[config.mk]
export PLATFORM = sky130hd
export DESIGN_NAME = instr_loader
export DESIGN_NICKNAME = d
export VERILOG_FILES = /design/src/rtl/instr_loader.sv
export SDC_FILE = /design/constraint.sdc
export NUM_CORES = 1
export LEC_CHECK = 0
export CAP_MARGIN = 10
export CORE_AREA = 2 2 112 82
export DETAILED_ROUTE_END_ITERATION = 10
export DIE_AREA = 0 0 114 84
export GPL_TIMING_DRIVEN = 1
export PLACE_DENSITY_LB_ADDON = 0.05
export SETUP_SLACK_MARGIN = 0.2
export SYNTH_ARGS = -nofsm -noshare
export SYNTH_HDL_FRONTEND = slang
export SYNTH_SLANG_ARGS = --single-unit
[constraint.sdc]
create_clock -name CLK -period 1.9 [get_ports CLK]
set_input_delay 0.285 -clock CLK [delete_from_list [all_inputs] [get_ports CLK]]
set_output_delay 0.285 -clock CLK [all_outputs]
set_load 0.01 [all_outputs]
[src/rtl/instr_loader.sv]
// instr_loader: loads a checksummed byte-stream program image into instruction RAM, then starts the core.
// Ports:
//   CLK, Reset                  clock, async active-high reset
//   InByte, InValid, InReady    byte stream input with ready/valid handshake
//   WrEn, WrAddr, WrData        instruction memory write port (one-cycle strobe)
//   Start, Start_Addr           fetch-stage start request and entry address
//   Done                        core finished (sampled only in RUN)
//   Busy, Error, ClearErr       status and error acknowledge
module instr_loader #(
  parameter int ADDR_W       = 8,
  parameter int INSTR_W      = 9,
  parameter int START_CYCLES = 2
) (
  input  logic               CLK,
  input  logic               Reset,
  input  logic [7:0]         InByte,
  input  logic               InValid,
  output logic               InReady,
  output logic               WrEn,
  output logic [ADDR_W-1:0]  WrAddr,
  output logic [INSTR_W-1:0] WrData,
  output logic               Start,
  output logic [ADDR_W-1:0]  Start_Addr,
  input  logic               Done,
  output logic               Busy,
  output logic               Error,
  input  logic               ClearErr
);
  localparam int CW = $clog2(START_CYCLES + 1);
  typedef enum logic [2:0] {IDLE, GET_COUNT, GET_LO, GET_HI, GET_CSUM, START, RUN, ERROR} state_t;
  state_t state_q, state_d;
  logic [ADDR_W-1:0]  base_q, base_d, wr_addr_q, wr_addr_d;
  logic [INSTR_W-1:0] wr_data_q, wr_data_d;
  logic [7:0]         count_q, count_d, idx_q, idx_d, csum_q, csum_d, lo_q, lo_d;
  logic [CW-1:0]      cnt_q, cnt_d;
  logic               wr_en_q, wr_en_d;
  logic               fire;
  assign InReady    = state_q inside {IDLE, GET_COUNT, GET_LO, GET_HI, GET_CSUM};
  assign fire       = InValid && InReady;
  assign Busy       = state_q != IDLE;
  assign Error      = state_q == ERROR;
  assign Start      = state_q == START;
  assign Start_Addr = base_q;
  assign WrEn       = wr_en_q;
  assign WrAddr     = wr_addr_q;
  assign WrData     = wr_data_q;
  always_comb begin
    state_d   = state_q;
    base_d    = base_q;
    count_d   = count_q;
    idx_d     = idx_q;
    csum_d    = csum_q;
    lo_d      = lo_q;
    cnt_d     = cnt_q;
    wr_en_d   = 1'b0;
    wr_addr_d = wr_addr_q;
    wr_data_d = wr_data_q;
    case (state_q)
      IDLE: if (fire) begin
        base_d  = ADDR_W'(InByte);
        csum_d  = InByte;
        state_d = GET_COUNT;
      end
      GET_COUNT: if (fire) begin
        count_d = InByte;
        idx_d   = 8'd0;
        csum_d  = csum_q ^ InByte;
        state_d = GET_LO;
      end
      GET_LO: if (fire) begin
        lo_d    = InByte;
        csum_d  = csum_q ^ InByte;
        state_d = GET_HI;
      end
      GET_HI: if (fire) begin
        if (InByte[7:1] != 7'd0) state_d = ERROR;
        else begin
          csum_d    = csum_q ^ InByte;
          wr_en_d   = 1'b1;
          wr_data_d = INSTR_W'({InByte[0], lo_q});
          wr_addr_d = base_q + ADDR_W'(idx_q);
          idx_d     = idx_q + 8'd1;
          // count of 0 wraps to 255 here, giving a 256-instruction image
          state_d   = (idx_q == count_q - 8'd1) ? GET_CSUM : GET_LO;
        end
      end
      GET_CSUM: if (fire) begin
        cnt_d   = '0;
        state_d = (InByte == csum_q) ? START : ERROR;
      end
      START: begin
        cnt_d   = cnt_q + CW'(1);
        state_d = (cnt_q == CW'(START_CYCLES - 1)) ? RUN : START;
      end
      RUN:     state_d = Done ? IDLE : RUN;
      ERROR:   state_d = ClearErr ? IDLE : ERROR;
      default: state_d = IDLE;
    endcase
  end
  always_ff @(posedge CLK or posedge Reset) begin
    if (Reset) begin
      state_q   <= IDLE;
      base_q    <= '0;
      count_q   <= '0;
      idx_q     <= '0;
      csum_q    <= '0;
      lo_q      <= '0;
      cnt_q     <= '0;
      wr_en_q   <= 1'b0;
      wr_addr_q <= '0;
      wr_data_q <= '0;
    end else begin
      state_q   <= state_d;
      base_q    <= base_d;
      count_q   <= count_d;
      idx_q     <= idx_d;
      csum_q    <= csum_d;
      lo_q      <= lo_d;
      cnt_q     <= cnt_d;
      wr_en_q   <= wr_en_d;
      wr_addr_q <= wr_addr_d;
      wr_data_q <= wr_data_d;
    end
  end
endmodule

==> metrics.txt, run 1 <==
status=finished clean; number of I/O pins=43; EDFF count, synth=0; Yosys Warn Count=0; I/O Buffers=42; post-DP HPWL=between 6 and 7 mm; maximum clock frequency=0.571 GHz; final net count=462; fillers=785; Core Area=approximately 8600 sq um; global route overflow=0; Pwr per Cell Area=1450 nW/um^2; sequential fraction of the synthesis area=47.5%; R2R Setup Slk=0.15 ns; Die W=114 microns; largest cells by area after synthesis=dfrtp_1, nand2_1, mux2_2; Worst EP arrival=between 1.5 and 2 ns; die height=84 microns; first-pass GRT wire length=14.9 mm; max_cap viols=0; Least-Margin Pin Slew=0.363 ns; DRC=0; largest net degree at the start of global routing=between 60 and 70; RSZ-0062 raised after global routing=yes; Critical-path top delay cell=dfrtp_1; CTS max path bufs=2; top_reg_cell synth=dfrtp_1; Post-synth top cells=nand2_1, dfrtp_1, nor2_1, a21oi_1; crit-path cells=buf_6, nor3_4, xnor2_1, nor4_1, buf_4, nand3_1, a221o_1; P_leak=0.00214 uW; Final min period=between 1.5 and 2 ns; Max Transition Viols Final=0; 1st-iter DRT viols=167; final hold vios=0; cts hold-fix bufs=0; clock sink count=63; CTS root buffer=clkbuf_16; normalized max-slew margin=75.8%; Finished Layout Cells=551; CTS tree=yes; multi-input logic area=1760 sq um; Antenna Nets Post-Route=0; FP Rows=29; Cell Area, Synth=between 3000 and 4000 sq um; Critical Path Fanout Max=6; PnR worst setup slack=0.148 ns; die area=9580 sq um; largest area contributor in the netlist=dfrtp_1; VDD IR max=approximately 670 uV; Syn Nets=369; fin crit share=92.2%; Mapped Cells=345; share of cells above drive strength 1=28.7%; placed instance count=515; CP Launch Type=register; Final TNS setup=0 ns; initial core utilization=38.4%; endpoints failing setup=0; endpoint class of the critical path=register; Syn Area/Cell=between 9 and 10 sq um; clock latency on the worst-skew pair=0.33 ns; fraction of registers with async set/reset=100%; Reg clk slew, reported paths=0.06 ns; Worst EP required=2.11 ns; DR vias=2795; GRT Total Usage=20.4%; Distinct cells, synth=45; DRT Wirelength=9.18 mm; worst slack at placement=-0.374 ns; slowest stage delay, CP=~0.40 ns; WL/cell=16.7 microns; final estimated routing congestion in global placement=0.836; most common cell in the netlist=nand2_1; worst min-delay path class=input pin to async pin; area delta synth->final=41.3%; CP top delay family=simple AND/OR/NAND/NOR gates; initial antenna violation count=0; Yosys reg bits=63; H-Tree Depth=3; FF+latch area=1580 sq um; Setup CP Type=register to register; clk_skew=0.00688 ns; number of diodes=0; DRT Pass-1 Iters=4; Buf/Inv on CP=2; vias in the first global route=approximately 2900; total CTS buffers=9; Vias/cell=~5.1; post-synth top area share=about 48%
worst min-delay path: stages:
cell and delay [ns]:
clkdlybuf4s50_1 0.44, clkinvlp_4 0.10, buf_12 0.28
where the power goes:
part / total, uW / internal, uW / leakage (uW) / switching [uW]
logic: 2970 / 1560 / 0.00119 / 1410
registers: 2200 / 1790 / 0.000806 / 407
clock network: 1640 / 1010 / 0.000138 / 625
total: 6810 / 4370 / 0.00214 / 2440
registers in the layout, summed over array words and instances, names as in the netlist:
signal      count
Start_Addr      8
idx_q           8
cnt_q           2
count_q         8
WrAddr          8
WrData          9
csum_q          8
lo_q            8
WrEn            1
state_q         3
per-stage QoR:
stage / hold WS (ns) / total power [uW] / area [sq um] / util, %
after floorplan: 0.389 / 3630 / 3330 / -
final: 0.377 / 6810 / 4690 / 54.3
after global routing: 0.459 / 7260 / 4690 / 54.3
after CTS: 0.412 / 6610 / 4540 / 52.6
after global placement: 0.456 / 4640 / 4090 / 47.4
after detailed placement: 0.461 / 4670 / 4090 / 47.4
worst paths after layout:
path / end / depth (start not counted) / startpoint
setup / recovery: state_q[1]$_DFFE_PP0P_ / 7 / count_q[2]$_DFFE_PP0P_
hold / removal: WrAddr[2]$_DFFE_PP0P_ / 3 / Reset
setup reg to reg: state_q[1]$_DFFE_PP0P_ / 7 / count_q[2]$_DFFE_PP0P_
hold reg to reg: WrData[7]$_DFFE_PP0P_ / 2 / lo_q[7]$_DFFE_PP0P_
max in group asynchronous: idx_q[4]$_DFFE_PP0P_ / 3 / Reset
min in group CLK: WrData[7]$_DFFE_PP0P_ / 2 / lo_q[7]$_DFFE_PP0P_
cell families after synthesis:
logic type	share of synthesized area, %
AO/OA/AOI/OAI	11.3
XOR/XNOR	7.13
adder cells (fa/ha/maj)	4.38
buffers and inverters	4.07
flip-flops	47.5
multiplexers	5.54
AND/OR/NAND/NOR	20.0
metal layers:
metal,vias to the layer above,track usage (%),wire length [microns]
met4,0,4.32,74
met5,-,0,0
met2,79,30.2,4080
li1,1373,-,-
met3,6,6.25,505
met1,1337,29.3,4520
final cells by class:
class,count,area share [%]
multi-input combinational,254,37.5
sequential,63,33.7
timing repair buffer,100,18.7
clock buffer,9,4.80
tap,108,2.88
clock inverter,7,1.52
inverter,10,0.881
repair_timing:
action,CTS,global route
cloned,1,0
gates resized for setup,31,28
buffers inserted,12,7
setup endpoints to repair,33,42
pin swaps,7,16
endpoints found under the hold margin,0,0
layout by cell type (no fill, tap or decap), drive strengths merged, types with 4 or more instances in the layout:
cell type,instances
nand2,68
dfrtp,63
buf,59
clkdlybuf4s50,32
nor2,22
o21ai,21
a21oi,20
mux2,16
xor2,15
xnor2,12
clkbuf,10
ha,10
inv,9
dlygate4sd2,8
nand2b,8
a311oi,7
nand3,6
nor3,6
nor4,6
nand3b,5
clkinvlp,4
a21o,4
a31oi,4
No activity file was read; power rests on OpenSTA's default activity.
==> inputs of run 2 (changes only) <==
--- a/config.mk
+++ b/config.mk
@@ -6,11 +6,12 @@
 export NUM_CORES = 1
 export LEC_CHECK = 0
 export CAP_MARGIN = 10
-export CORE_AREA = 2 2 112 82
+export CORE_AREA = 2 2 120 87
 export DETAILED_ROUTE_END_ITERATION = 10
-export DIE_AREA = 0 0 114 84
+export DIE_AREA = 0 0 122 89
 export GPL_TIMING_DRIVEN = 1
 export PLACE_DENSITY_LB_ADDON = 0.05
+export RECOVER_POWER = 50
 export SETUP_SLACK_MARGIN = 0.2
 export SYNTH_ARGS = -nofsm -noshare
 export SYNTH_HDL_FRONTEND = slang
==> constraint.sdc (replaced) <==
create_clock -name CLK -period 1.9 [get_ports CLK]
set_input_delay 0.38 -clock CLK [delete_from_list [all_inputs] [get_ports CLK]]
set_output_delay 0.38 -clock CLK [all_outputs]
set_load 0.01 [all_outputs]
==> run 2 against run 1 <==
Compared with the run above:
- non-clock buffer count grew 3
- largest cell class unchanged
- routed wire length is 0.57% lower
- largest power group unchanged
- utilization is 3.5 points lower
- first-iteration DRC count is 1.8% higher
- sequential share of layout area decreased by 1.2 points
==> metrics.txt, run 2 (same netlist as run 1, synthesis figures left out) <==
DR vias=2812 (was 2795); cts hold-fix bufs=0 (unchanged); met2 Usage GRT=27.5% (was 30.2%); 1st-iter DRT viols=170 (was 167); GRT Total Usage=18.1% (was 20.4%); CTS tree=yes (unchanged); area delta synth->final=46.5% (was 41.3%); GR Layer Usage met1=25.8% (was 29.3%); final hold vios=0 (unchanged); VDD IR max=504 uV (was 672 uV); DRC=0 (unchanged); Worst EP required=2.09 ns (was 2.11 ns); RSZ-0062 raised after global routing=yes (unchanged); Core Area=9570 sq um (was 8640 sq um); max reg flops=9 (unchanged); status=finished clean (unchanged); final net count=466 (was 462); DRT Pass-1 Iters=4 (unchanged); DRT Wirelength=9.13 mm (was 9.18 mm); reg2reg end=Start_Addr[1]$_DFFE_PP0P_ (was state_q[1]$_DFFE_PP0P_); WL/cell=15.9 microns (was 16.7 microns); largest net degree at the start of global routing=64 (unchanged); final estimated routing congestion in global placement=0.817 (was 0.836); share of cells above drive strength 1=32.0% (was 28.7%); clock sink count=63 (unchanged); Least-Margin Pin Slew=0.878 ns (was 0.363 ns); global route overflow=0 (unchanged); Final TNS setup=0 ns (unchanged); most frequent cells in the layout=nand2_1, dfrtp_1, buf_4, clkdlybuf4s50_1, nor2_1 (unchanged); clk_skew=0.00339 ns (was 0.00688 ns); endpoint class of the critical path=register (unchanged); met3 Resource Use GR=5.17% (was 6.25%); maximum clock frequency=0.552 GHz (was 0.571 GHz); Pwr per Cell Area=1460 nW/um^2 (was 1450 nW/um^2); Reg clk slew, reported paths=0.05 ns (was 0.06 ns); Worst EP arrival=2.00 ns (was 1.96 ns); Critical Path Start=state_q[1]$_DFFE_PP0P_ (was count_q[2]$_DFFE_PP0P_); gr busiest metal=met2 (unchanged); WHS Path Cells=2; clock latency on the worst-skew pair=0.33 ns (about the same); most common cell after layout, fill and taps aside=nand2_1 (unchanged); Die W=122 microns (was 114 microns); CTS root buffer=clkbuf_16 (unchanged); hold path start=WrData[4]$_DFFE_PP0P_; H-Tree Depth=3 (unchanged); die height=89 microns (was 84 microns); Setup CP Type=register to register (unchanged); FP Rows=30 (was 29); vias in the first global route=2755 (was 2872); worst min-delay path class=register to register (was input pin to async pin); Antenna Nets Post-Route=0 (unchanged); Critical Path Fanout Max=9 (was 6); Max Transition Viols Final=0 (unchanged); max_cap viols=0 (unchanged); FF-to-FF path depth=5 (was 7); initial antenna violation count=0 (unchanged); CP Launch Type=register (unchanged); fin util=50.8% (was 54.3%); R2R Setup Slk=0.09 ns (was 0.15 ns); I/O Buffers=42 (unchanged); initial core utilization=34.7% (was 38.4%); number of diodes=0 (unchanged); Vias/cell=4.89 (was 5.07); number of I/O pins=43 (unchanged); total CTS buffers=9 (unchanged); Final min period=1.81 ns (was 1.75 ns); Hold Path End=WrData[4]$_DFFE_PP0P_; fin crit share=95.4% (was 92.2%); normalized max-slew margin=41.4% (was 75.8%); endpoints failing setup=0 (unchanged); P_leak=0.00220 uW (was 0.00214 uW); CTS max path bufs=2 (unchanged); die area=10900 sq um (was 9580 sq um); first-pass GRT wire length=14.7 mm (was 14.9 mm); post-DP HPWL=6.37 mm (was 6.34 mm); worst reg2reg path startpoint=state_q[1]$_DFFE_PP0P_ (was count_q[2]$_DFFE_PP0P_)
run 2: changes by cell type in the layout (fill, tap and decap cells not counted), moves of 3 or more:
cell	change
nor3_2	+3
buf_4	-7
a311oi_2	+3
clkbuf_1	+3
clkdlybuf4s25_1	+3
clkbuf_2	+4
clkdlybuf4s50_1	-8
a311oi_1	-3
run 2: worst max-delay path by stage:
stage,endpoint,cells after the start
2_1_floorplan,state_q[1]$_DFFE_PP0P_,6
3_3_place_gp,state_q[1]$_DFFE_PP0P_,7
3_5_place_dp,state_q[1]$_DFFE_PP0P_,8
4_1_cts,Start,5
5_1_grt,state_q[1]$_DFFE_PP0P_,7
6_report,Start_Addr[1]$_DFFE_PP0P_,5
run 2: layer usage:
layer,up-vias,part of all wire [%]
li1,1391,-
met1,1361,50
met2,50,44
met3,10,4.7
met4,0,1.1
met5,-,0
run 2: power breakdown:
| group | switching (uW) | leakage (uW) | internal, uW | total [uW] |
|---|---|---|---|---|
| logic | 1380 | 0.00121 | 1580 | 2970 |
| clock network | 599 | 0.000176 | 1350 | 1950 |
| registers | 392 | 0.000808 | 1790 | 2190 |
run 2: stage by stage:
step	std cells	area [sq um]	setup WS, ns	power [uW]	hold WS [ns]
2_1_floorplan	345	3330	0.170	3640	0.435
3_3_place_gp	541	4160	-0.526	4640	0.455
3_5_place_dp	541	4160	-0.500	4670	0.458
4_1_cts	564	4620	0.0827	6810	0.477
5_1_grt	575	4860	0.000158	7630	0.491
6_report	575	4860	0.0869	7100	0.469
run 2: final cells by class:
type | instances | area [sq um]
inverter | 10 | 45.0
sequential | 63 | 1580
tap | 128 | 160
timing repair inverter | 1 | 5.00
timing repair buffer | 103 | 897
fill | 933 | 4710
clock inverter | 5 | 104
multi-input combinational | 254 | 1820
clock buffer | 11 | 253
run 2: what timing repair did:
item | 4_1_cts | 5_1_grt
pin swaps | 8 | 15
cloned | 0 | 2
setup endpoints to repair | 48 | 52
resized for setup | 35 | 56
buffers inserted | 7 | 9
run 2: worst max-delay path, cell delays in order, from the launching register on:
cell and delay, ns:
dfrtp_1 0.42, clkbuf_2 0.21, clkbuf_1 0.20, nor4b_2 0.26
clkbuf_1 0.42, o21ai_0 0.15
==> inputs of run 3 (changes only) <==
==> constraint.sdc (replaced) <==
create_clock -name CLK -period 1.8 [get_ports CLK]
set_input_delay 0.36 -clock CLK [delete_from_list [all_inputs] [get_ports CLK]]
set_output_delay 0.36 -clock CLK [all_outputs]
set_load 0.01 [all_outputs]
==> run 3 against run 2 <==
Compared with the run above:
- the run now ends with negative setup slack left
- critical path type unchanged
- die area unchanged
- utilization up 4.4 points
- sequential share of layout area down 2.5 points
==> metrics.txt, run 3 (same netlist as run 1, synthesis figures left out) <==
final estimated routing congestion in global placement=0.816 (was 0.817); clock latency on the worst-skew pair=0.34 ns (was 0.33 ns); share of cells above drive strength 1=42.6% (was 32.0%); PnR worst setup slack=-0.0538 ns (was 0.0869 ns); vias in the first global route=2953 (was 2755); FF+latch area=1590 sq um (was 1580 sq um); fillers=903 (was 933); largest net degree at the start of global routing=34 (was 64); final net count=488 (was 466); normalized max-slew margin=59.6% (was 41.4%); Final min period=1.85 ns (was 1.81 ns); CP Launch Type=register (unchanged); Worst EP required=2.02 ns (was 2.09 ns); Critical Path Fanout Max=4 (was 9); WHS=0.450 ns (was 0.469 ns); Reg clk slew, reported paths=0.06 ns (was 0.05 ns); die area=10900 sq um (unchanged); Setup CP Type=register to register (unchanged); total CTS buffers=9 (unchanged); first-pass GRT wire length=16.2 mm (was 14.7 mm); Design Area, Final=5280 sq um (was 4860 sq um); multi-input logic area=1980 sq um (was 1820 sq um); Least-Margin Pin Slew=0.607 ns (was 0.878 ns); initial core utilization=34.7% (unchanged); Pwr per Cell Area=1510 nW/um^2 (was 1460 nW/um^2); max_cap viols=0 (unchanged); H-Tree Depth=3 (unchanged); CTS root buffer=clkbuf_16 (unchanged); DRT Wirelength=10.5 mm (was 9.13 mm); Vias/cell=5.04 (was 4.89); Final TNS setup=-0.0884 ns (was 0 ns); global route overflow=0 (unchanged); number of I/O pins=43 (unchanged); post-DP HPWL=6.92 mm (was 6.37 mm); Antenna Nets Post-Route=0 (unchanged); Core Area=9570 sq um (unchanged); Top cell by count, worst path=buf_4 (was clkbuf_1); die height=89 microns (unchanged); endpoint class of the critical path=register (unchanged); WL/cell=17.6 microns (was 15.9 microns); GRT Total Usage=20.4% (was 18.1%); worst min-delay path class=input pin to register (was register to register); I/O Buffers=42 (unchanged); final hold vios=0 (unchanged); CTS tree=yes (unchanged); cts hold-fix bufs=0 (unchanged); endpoints failing setup=2 (was 0); number of diodes=0 (unchanged); max reg flops=9 (unchanged); maximum clock frequency=0.539 GHz (was 0.552 GHz); crit-path cells=buf_6, buf_4, nand2b_1, a21oi_2, a311oi_2, a41o_1, buf_4, a31oi_2, o31ai_1 (was clkbuf_2, clkbuf_1, nor4b_2, clkbuf_1, o21ai_0); Max Transition Viols Final=0 (unchanged); most frequent cells in the layout=nand2_1, buf_4, dfrtp_1, nor2_1, buf_6 (was nand2_1, dfrtp_1, buf_4, clkdlybuf4s50_1, nor2_1); clk_skew=0.00493 ns (was 0.00339 ns); DRT Pass-1 Iters=4 (unchanged); P_leak=0.00240 uW (was 0.00220 uW); status=finished, violations left (was finished clean); Critical-path top delay cell=dfrtp_2 (was dfrtp_1); slowest stage delay, CP=0.44 ns (was 0.42 ns); DR vias=3010 (was 2812); placed standard-cell area=4240 sq um (was 4160 sq um); DRC=0 (unchanged); initial antenna violation count=0 (unchanged); worst slack at placement=-0.688 ns (was -0.500 ns); Finished Layout Cells=597 (was 575); Die W=122 microns (unchanged); RSZ-0062 raised after global routing=yes (unchanged); CTS max path bufs=2 (unchanged); area delta synth->final=59.2% (was 46.5%); 1st-iter DRT viols=166 (was 170); failing checks=negative setup slack; most common cell after layout, fill and taps aside=nand2_1 (unchanged); Worst EP arrival=2.07 ns (was 2.00 ns); fin crit share=103% (was 95.4%); placed instance count=548 (was 541); FP Rows=30 (unchanged); clock sink count=63 (unchanged); VDD IR max=637 uV (was 504 uV)
-- run 3: path summary, 6_finish.rpt --
kind / from / slack, ns / cells after the start / to
max: count_q[2]$_DFFE_PP0P_ / -0.05 / 9 / state_q[2]$_DFFE_PP0P_
min in group asynchronous: Reset / 0.51 / 2 / WrAddr[3]$_DFFE_PP0P_
max in group asynchronous: Reset / 0.32 / 3 / count_q[3]$_DFFE_PP0P_
max reg2reg: count_q[2]$_DFFE_PP0P_ / -0.05 / 9 / state_q[2]$_DFFE_PP0P_
min: InByte[7] / 0.45 / 4 / Start_Addr[7]$_DFFE_PP0P_
min reg2reg: WrAddr[0]$_DFFE_PP0P_ / 0.47 / 2 / WrAddr[0]$_DFFE_PP0P_
-- run 3: through the flow --
step | utilization (%) | power [uW]
global route | 55.2 | 8500
detailed placement | 44.3 | 5020
global placement | 44.3 | 4980
finish | 55.2 | 7980
CTS | 51.2 | 7450
floorplan | - | 3840
-- run 3: routing by layer --
| metal | wire [microns] | up-vias | track usage, % | share of wire [%] |
|---|---|---|---|---|
| met5 | 0 | - | 0 | 0 |
| met4 | 93 | 0 | 5.96 | 0.88 |
| met3 | 739 | 9 | 5.23 | 7.0 |
| met2 | 4820 | 56 | 30.6 | 46 |
| met1 | 4880 | 1508 | 29.1 | 46 |
| li1 | - | 1437 | - | - |
-- run 3: cell type report --
type,instances,share of cell area [%]
inverter,10,0.805
timing repair buffer,125,22.1
multi-input combinational,254,37.6
clock inverter,5,1.52
timing repair inverter,1,0.142
clock buffer,11,4.79
sequential,63,30.0
tap,128,3.03
-- run 3: critical path, delay by kind of cell, from the launching register on --
kind                   cells  cell delay (ns)
AO/OA/AOI/OAI              5             0.72
buffers and inverters      3             0.41
flip-flops                 1             0.44
AND/OR/NAND/NOR            1             0.16
-- run 3: where the power goes --
group          internal, uW  total, uW  switching [uW]
Sequential             1900       2350             455
Combinational          2000       3670            1670
Clock                  1280       1950             668
Total                  5180       7980            2790
-- run 3: what timing repair did --
action | 4_1_cts | 5_1_grt
gates cloned | 0 | 5
pin swaps | 23 | 28
buffers inserted | 18 | 10
setup endpoints to repair | 60 | 68
resized for setup | 86 | 89
